## src/rtl/decode_pkg.sv

```systemverilog
// Shared opcodes, control-field layout and decode helpers for the MIPS decode stage.
package decode_pkg;

    localparam int unsigned INSTR_W    = 32;
    localparam int unsigned OPCODE_W   = 6;
    localparam int unsigned REG_ADDR_W = 5;
    localparam int unsigned NUM_REGS   = 32;
    localparam int unsigned IMM_W      = 16;
    localparam int unsigned WB_W       = 2;
    localparam int unsigned M_W        = 3;
    localparam int unsigned ALUOP_W    = 2;

    localparam logic [OPCODE_W-1:0] OP_RTYPE = 6'h00;
    localparam logic [OPCODE_W-1:0] OP_LW    = 6'h23;
    localparam logic [OPCODE_W-1:0] OP_SW    = 6'h2B;
    localparam logic [OPCODE_W-1:0] OP_BEQ   = 6'h04;

    localparam logic [ALUOP_W-1:0] ALUOP_MEM    = 2'b00;
    localparam logic [ALUOP_W-1:0] ALUOP_BRANCH = 2'b01;
    localparam logic [ALUOP_W-1:0] ALUOP_FUNCT  = 2'b10;

    // Bit positions inside the WB and M control groups
    localparam int unsigned WB_REG_WRITE  = 1;
    localparam int unsigned WB_MEM_TO_REG = 0;
    localparam int unsigned M_BRANCH      = 2;
    localparam int unsigned M_MEM_READ    = 1;
    localparam int unsigned M_MEM_WRITE   = 0;

    typedef struct packed {
        logic [WB_W-1:0]    wb;
        logic [M_W-1:0]     m;
        logic               reg_dst;
        logic               alu_src;
        logic [ALUOP_W-1:0] alu_op;
    } ctl_t;

    localparam ctl_t CTL_NOP = '0;

    // Main control table; unknown opcodes fall through as a NOP
    function automatic ctl_t decode_ctl(input logic [OPCODE_W-1:0] opcode);
        ctl_t c;
        c = CTL_NOP;
        case (opcode)
            OP_RTYPE: begin
                c.reg_dst          = 1'b1;
                c.alu_op           = ALUOP_FUNCT;
                c.wb[WB_REG_WRITE] = 1'b1;
            end
            OP_LW: begin
                c.alu_src           = 1'b1;
                c.alu_op            = ALUOP_MEM;
                c.m[M_MEM_READ]     = 1'b1;
                c.wb[WB_REG_WRITE]  = 1'b1;
                c.wb[WB_MEM_TO_REG] = 1'b1;
            end
            OP_SW: begin
                c.alu_src        = 1'b1;
                c.alu_op         = ALUOP_MEM;
                c.m[M_MEM_WRITE] = 1'b1;
            end
            OP_BEQ: begin
                c.alu_op      = ALUOP_BRANCH;
                c.m[M_BRANCH] = 1'b1;
            end
            default: c = CTL_NOP;
        endcase
        return c;
    endfunction

    // Opcodes whose rt field is a source operand rather than a destination
    function automatic logic reads_rt(input logic [OPCODE_W-1:0] opcode);
        return (opcode == OP_RTYPE) || (opcode == OP_SW) || (opcode == OP_BEQ);
    endfunction

endpackage

```

## src/rtl/hazard_unit.sv

```systemverilog
// Load-use hazard detector: compares the load in ID/EX against the sources of IF/ID.
module hazard_unit
    import decode_pkg::*;
#(
    parameter bit HAZARD_EN = 1'b1
) (
    input  logic                  id_ex_mem_read,
    input  logic [REG_ADDR_W-1:0] id_ex_rt,
    input  logic [OPCODE_W-1:0]   if_id_opcode,
    input  logic [REG_ADDR_W-1:0] if_id_rs,
    input  logic [REG_ADDR_W-1:0] if_id_rt,
    output logic                  stall_c
);

    logic rs_hit_c;
    logic rt_hit_c;

    always_comb begin
        rs_hit_c = (id_ex_rt == if_id_rs);
        rt_hit_c = (id_ex_rt == if_id_rt) && reads_rt(if_id_opcode);
        stall_c  = HAZARD_EN && id_ex_mem_read && (id_ex_rt != '0) && (rs_hit_c || rt_hit_c);
    end

endmodule

```

## src/rtl/decode_stage.sv

```systemverilog
// MIPS ID stage: control decode, register file with WB bypass, immediate
// extension, load-use stall and the ID/EX pipeline register.
module decode_stage
    import decode_pkg::*;
#(
    parameter int unsigned DATA_W    = 32,
    parameter bit          HAZARD_EN = 1'b1,
    parameter bit          BYPASS_EN = 1'b1
) (
    input  logic                  clk,
    input  logic                  rst,
    input  logic [INSTR_W-1:0]    IF_ID_instruction,
    input  logic [DATA_W-1:0]     IF_ID_npc,
    input  logic [REG_ADDR_W-1:0] MEM_WB_rd,
    input  logic                  MEM_WB_reg_write,
    input  logic [DATA_W-1:0]     WB_mux5_write_data,
    input  logic                  flush,
    output logic                  stall,
    output logic [WB_W-1:0]       wb_ctl_out,
    output logic [M_W-1:0]        m_ctl_out,
    output logic                  reg_dst,
    output logic                  alu_src,
    output logic [ALUOP_W-1:0]    alu_op,
    output logic [DATA_W-1:0]     npc_out,
    output logic [DATA_W-1:0]     r_data1_out,
    output logic [DATA_W-1:0]     r_data2_out,
    output logic [DATA_W-1:0]     sign_extend_out,
    output logic [REG_ADDR_W-1:0] instruction_out_2016,
    output logic [REG_ADDR_W-1:0] instruction_out_1511
);

    logic [DATA_W-1:0]     regs [NUM_REGS];
    logic [OPCODE_W-1:0]   opcode;
    logic [REG_ADDR_W-1:0] rs;
    logic [REG_ADDR_W-1:0] rt;
    logic [REG_ADDR_W-1:0] rd;
    logic                  wb_active_c;
    logic [DATA_W-1:0]     rs_data_c;
    logic [DATA_W-1:0]     rt_data_c;
    logic [DATA_W-1:0]     imm_ext_c;
    logic                  hz_stall_c;
    ctl_t                  dec_ctl_c;
    ctl_t                  ex_ctl_c;

    assign opcode = IF_ID_instruction[31:26];
    assign rs     = IF_ID_instruction[25:21];
    assign rt     = IF_ID_instruction[20:16];
    assign rd     = IF_ID_instruction[15:11];

    assign wb_active_c = MEM_WB_reg_write && (MEM_WB_rd != '0);

    // Register file: reset clears every entry, r0 is never written
    always_ff @(posedge clk) begin
        if (rst) begin
            for (int unsigned i = 0; i < NUM_REGS; i++) begin
                regs[REG_ADDR_W'(i)] <= '0;
            end
        end else if (wb_active_c) begin
            regs[MEM_WB_rd] <= WB_mux5_write_data;
        end
    end

    // Combinational read ports with optional same-cycle write-through
    always_comb begin
        rs_data_c = regs[rs];
        rt_data_c = regs[rt];
        if (BYPASS_EN && wb_active_c && (MEM_WB_rd == rs)) begin
            rs_data_c = WB_mux5_write_data;
        end
        if (BYPASS_EN && wb_active_c && (MEM_WB_rd == rt)) begin
            rt_data_c = WB_mux5_write_data;
        end
        if (rs == '0) begin
            rs_data_c = '0;
        end
        if (rt == '0) begin
            rt_data_c = '0;
        end
    end

    assign imm_ext_c = DATA_W'($signed(IF_ID_instruction[IMM_W-1:0]));

    hazard_unit #(
        .HAZARD_EN (HAZARD_EN)
    ) u_hazard (
        .id_ex_mem_read (m_ctl_out[M_MEM_READ]),
        .id_ex_rt       (instruction_out_2016),
        .if_id_opcode   (opcode),
        .if_id_rs       (rs),
        .if_id_rt       (rt),
        .stall_c        (hz_stall_c)
    );

    // ID/EX state is undefined during reset, so the stall is masked there
    assign stall = hz_stall_c && !rst;

    // Flush and stall both turn the entering instruction into a bubble
    always_comb begin
        dec_ctl_c = decode_ctl(opcode);
        ex_ctl_c  = dec_ctl_c;
        if (flush || stall) begin
            ex_ctl_c = CTL_NOP;
        end
    end

    // ID/EX pipeline register
    always_ff @(posedge clk) begin
        if (rst) begin
            wb_ctl_out           <= '0;
            m_ctl_out            <= '0;
            reg_dst              <= 1'b0;
            alu_src              <= 1'b0;
            alu_op               <= '0;
            npc_out              <= '0;
            r_data1_out          <= '0;
            r_data2_out          <= '0;
            sign_extend_out      <= '0;
            instruction_out_2016 <= '0;
            instruction_out_1511 <= '0;
        end else begin
            wb_ctl_out           <= ex_ctl_c.wb;
            m_ctl_out            <= ex_ctl_c.m;
            reg_dst              <= ex_ctl_c.reg_dst;
            alu_src              <= ex_ctl_c.alu_src;
            alu_op               <= ex_ctl_c.alu_op;
            npc_out              <= IF_ID_npc;
            r_data1_out          <= rs_data_c;
            r_data2_out          <= rt_data_c;
            sign_extend_out      <= imm_ext_c;
            instruction_out_2016 <= rt;
            instruction_out_1511 <= rd;
        end
    end

endmodule

```

## config.mk

```make
export PLATFORM = sky130hd
export DESIGN_NAME = decode_stage
export DESIGN_NICKNAME = d
export VERILOG_FILES = /design/src/rtl/decode_pkg.sv /design/src/rtl/hazard_unit.sv /design/src/rtl/decode_stage.sv
export SDC_FILE = /design/constraint.sdc
export NUM_CORES = 2
export LEC_CHECK = 0
export BUFFER_PORTS_ARGS = -buffer_cell sky130_fd_sc_hd__buf_2
export CORE_UTILIZATION = 55
export DETAILED_ROUTE_END_ITERATION = 8
export PLACE_DENSITY = 0.71
export SLEW_MARGIN = 20
export SYNTH_ARGS = -nofsm -noshare
export SYNTH_HDL_FRONTEND = slang
export SYNTH_HIERARCHICAL = 1
export SYNTH_SLANG_ARGS = --single-unit
```

## constraint.sdc

```tcl
create_clock -name clk -period 2.3 [get_ports clk]
set_input_delay 0 -clock clk [delete_from_list [all_inputs] [get_ports clk]]
set_output_delay 0 -clock clk [all_outputs]
set_load 0.01 [all_outputs]
```

==> impl_metrics.csv <==
group,metric,value,unit
synth,synth_top_area_cell,"edfxtp_1",
worst_setup_path,worst-path-buf-inv,1,
worst_setup_path,path_delay_family,"simple AND/OR/NAND/NOR gates",
timing,fmax,437.6,MHz
synth,synthCells,4290,
floorplan,initial_utilization,55.55,%
synth,ys_seq_area_share,55.80,%
layout,layout.nets,4852,
detailed_routing,via_per_inst,6.744,
synth,ys.flop_type,"edfxtp_1",
power_and_ir_drop,vdd_ir_drop_max,0.0006442,V
worst_setup_path,startpoint,"instruction_out_2016[2]$_SDFF_PP0_",
power_and_ir_drop,switchingPower,12.90,mW
timing,fin_skew,0.02204,ns
floorplan,die_y,331.1,um
floorplan,fp.dieArea,109600,um^2
place,pre_cts_slack,-0.04980,ns
floorplan,die_width,331.1,um
timing,setup_violations,0,
global_route,grt_antenna_before_repair,16,
global_route,grt_overflow,0,
worst_setup_path,crit_chain,"xor2_1 -> nor4_4 -> nand3_1 -> a21oi_2 -> nor2b_1 -> buf_2",
synth,async_flop_share,0,%
detailed_routing,first_pass_iters,6,
global_route,grt_pass1_wl,287.4,mm
synth,ys_ff_latch,1148,
global_route,met3_usage,8.743,%
worst_setup_path,required,2.30,ns
min_path,hold_class,"in2reg",
timing,slew_viol_final,0,
clock_network,cts_tree,"built",
clock_network,htree_levels,4,
global_route,use_met1,49.21,%
floorplan,core,107200,um^2
worst_setup_path,r2r_slack,0.01,ns
worst_setup_path,crit_fanout,4,
layout,syn_to_final_growth,18.00,%
clock_network,cts_inserted_buffers,130,
synth,synthTopCellsByArea,"edfxtp_1 (52%), mux4_2 (12%), and2_1 (10%)",
layout,seq_area,33230,um^2
worst_setup_path,critical-path-max-stage-delay,0.34,ns
timing,rsz0062_at_grt,"yes",
timing,worst_pin_slew,0.9039,ns
layout,multi_input_area,24350,um^2
place,place_inst,5865,
place,hpwl,125.9,mm
clock_network,clk_latency,0.75,ns
synth,syn_area_per_cell,13.88,um^2
global_route,top_usage_layer,"met2",
place,placement.io_buffers,252,
power_and_ir_drop,power,51.48,mW
worst_setup_path,worstPathArrival,2.29,ns
synth,synth_area,59550,um^2
worst_setup_path,crit_slowest_cell,"dfxtp_2",
timing,finalCriticalPeriod,2.285,ns
clock_network,root_buffer,"clkbuf_16",
synth,yosys_warnings,6,
synth,synth-edff-count,1024,
place,place_congestion,0.9174,
power_and_ir_drop,power.share.sequential,47.7,%
status,status,"completed",
detailed_routing,finalWirelength,205.0,mm
power_and_ir_drop,p_clk_share,39.4,%
timing,fin_crit_sh,99.35,%
timing,whs,0.02455,ns
floorplan,io_pins,253,
power_and_ir_drop,p_leak,26.35,nW
place,placed_area,64570,um^2
global_route,gr-usage-met2,56.93,%
job,maxCapViolations,0,
timing,setup_slack,0.01495,ns
global_route,grt_max_degree,67,
worst_setup_path,worstSetupPathType,"reg2out",
detailed_routing,ant_nets,0,
global_route,grt_pass1_vias,41562,
clock_network,ctsLongestPathBuffers,3,
power_and_ir_drop,p_int,38.58,mW
layout,fillCellCount,7622,
worst_setup_path,setup.worst_path.end,"stall",
detailed_routing,wl_per_cell,32.72,um
layout,utilization,65.55,%
timing,tns,0,ns
synth,synth_top_area_share,51.64,%
layout,fin_cells,6263,
power_and_ir_drop,powerDensity,732.6,nW/um^2
timing,slew_headroom,39.10,%
floorplan,core.rowCount,120,
clock_network,cts_sinks,1148,
synth,synth_cell_type_count,70,
worst_setup_path,r2r-start,"instruction_out_2016[2]$_SDFF_PP0_",
worst_setup_path,crit_path_end_kind,"output pin",
power_and_ir_drop,power_frac_comb,12.8,%
worst_setup_path,rr_worst_depth,9,
clock_network,cts.clk_slew.worst_paths,0.06,ns
layout,drive_gt1_share,25.39,%
detailed_routing,drtIter0Drc,6062,
global_route,grtUsageTotal,37.21,%
timing,finalHoldViolCount,0,
worst_setup_path,cp-start-kind,"flop",
layout,final_area,70270,um^2
worst_setup_path,path_depth,6,
power_and_ir_drop,swShare,25.06,%
detailed_routing,drc,0,
worst_setup_path,rr_endpoint,"wb_ctl_out[1]$_SDFF_PP0_",
detailed_routing,routed-via-count,42238,
## worst min path at each step
| stage | cells past startpoint | end | slack (ns) | start |
|---|---|---|---|---|
| 2_1_floorplan | 1 | wb_ctl_out[0]$_SDFF_PP0_ | 0.08 | IF_ID_instruction[29] |
| 4_1_cts | 3 | npc_out[27]$_SDFF_PP0_ | 0.00001 | IF_ID_npc[27] |
| 3_3_place_gp | 2 | instruction_out_1511[1]$_SDFF_PP0_ | 0.21 | IF_ID_instruction[12] |
| 6_report | 3 | npc_out[22]$_SDFF_PP0_ | 0.02 | IF_ID_npc[22] |
| 5_1_grt | 3 | npc_out[11]$_SDFF_PP0_ | 0.04 | IF_ID_npc[11] |
| 3_5_place_dp | 2 | sign_extend_out[7]$_SDFF_PP0_ | 0.21 | IF_ID_instruction[7] |
## registers in the layout, indices dropped and copies added (netlist names)
register	cells
npc_out	32
wb_ctl_out	2
regs	1024
alu_op	2
r_data1_out	32
instruction_out_1511	4
r_data2_out	32
reg_dst	1
instruction_out_2016	5
alu_src	1
m_ctl_out	1
sign_extend_out	12
## cells in the mapped netlist (6+ instances only)
library cell	instances
a311oi_1	13
o22ai_1	10
and2_1	999
a22oi_1	41
a21oi_1	26
nor2b_1	56
dfxtp_1	124
buf_12	9
buf_4	43
xor2_1	12
mux2i_1	420
o21ai_1	6
nand4_1	21
a221oi_1	139
buf_1	15
xnor2_1	8
and3_1	13
nand3_1	28
edfxtp_1	1024
mux2_2	12
a211oi_1	39
mux4_2	316
buf_6	25
nor2_1	75
a221o_1	45
nor3_1	34
o21ai_0	141
a221oi_2	23
clkbuf_1	294
buf_2	75
or2_2	33
nand2_1	97
## cells by family (layout without fill, tap and decap cells)
| group | Yosys count | count (layout) | synth area share (%) |
|---|---|---|---|
| and+or+nand+nor | 1382 | 1382 | 13.76 |
| other | 1 | 40 | 0.006297 |
| DFF | 1148 | 1148 | 55.80 |
| AOI/OAI and AO/OA | 517 | 517 | 6.730 |
| muxes | 751 | 751 | 19.37 |
| buffers and inverters | 471 | 1002 | 4.034 |
| xor gates and xnor gates | 20 | 20 | 0.2942 |
## worst min-delay path, cell delays in order
cell and delay [ns]:
dlygate4sd3_1 0.52, buf_2 0.10, nor2b_1 0.10
## area by class of cell
cell class,count,area share [%]
Sequential cell,1148,47.30
Multi-Input combinational cell,2702,34.65
Timing Repair Buffer,759,9.619
Clock buffer,187,5.321
Tap cell,1403,2.498
Clock inverter,50,0.5484
Inverter,6,0.04095
Antenna cell,8,0.02849
## cells in the final DEF (no fill, tap or decap), drive strengths merged, types with 28 or more instances in the layout
master,instances
or2,35
a221oi,162
buf,604
mux2i,420
o21ai,147
a22oi,41
edfxtp,1024
a221o,45
nor2,77
nor3,34
nor2b,57
conb,32
dlygate4sd3,153
mux4,319
and2,999
dfxtp,124
clkinv,39
nand2,97
nand3,28
clkbuf,189
a211oi,40
## power groups by stage
stage / clock network [mW] / logic, mW / registers, mW
finish: 20.3 / 6.60 / 24.6
floorplan: 0 / 3.60 / 24.8
global route: 21.2 / 6.81 / 24.7
detailed placement: 0 / 6.20 / 24.9
global placement: 0 / 6.14 / 24.9
CTS: 20.4 / 6.43 / 24.5
## routing by layer
metal	vias to the layer above	part of all wire, %
li1	17209	-
met4	12	6.1
met2	3289	45
met5	-	0.028
met3	703	13
met1	21025	36
## what timing repair did
action                                 in CTS  in global routing
setup buffers                               0                  1
pin swaps                                   3                  1
setup endpoints to repair                   2                  3
hold buffers                              153                  0
endpoints found under the hold margin    1111                  0
resized for setup                           3                  3
(Power assumes the default switching activity.)
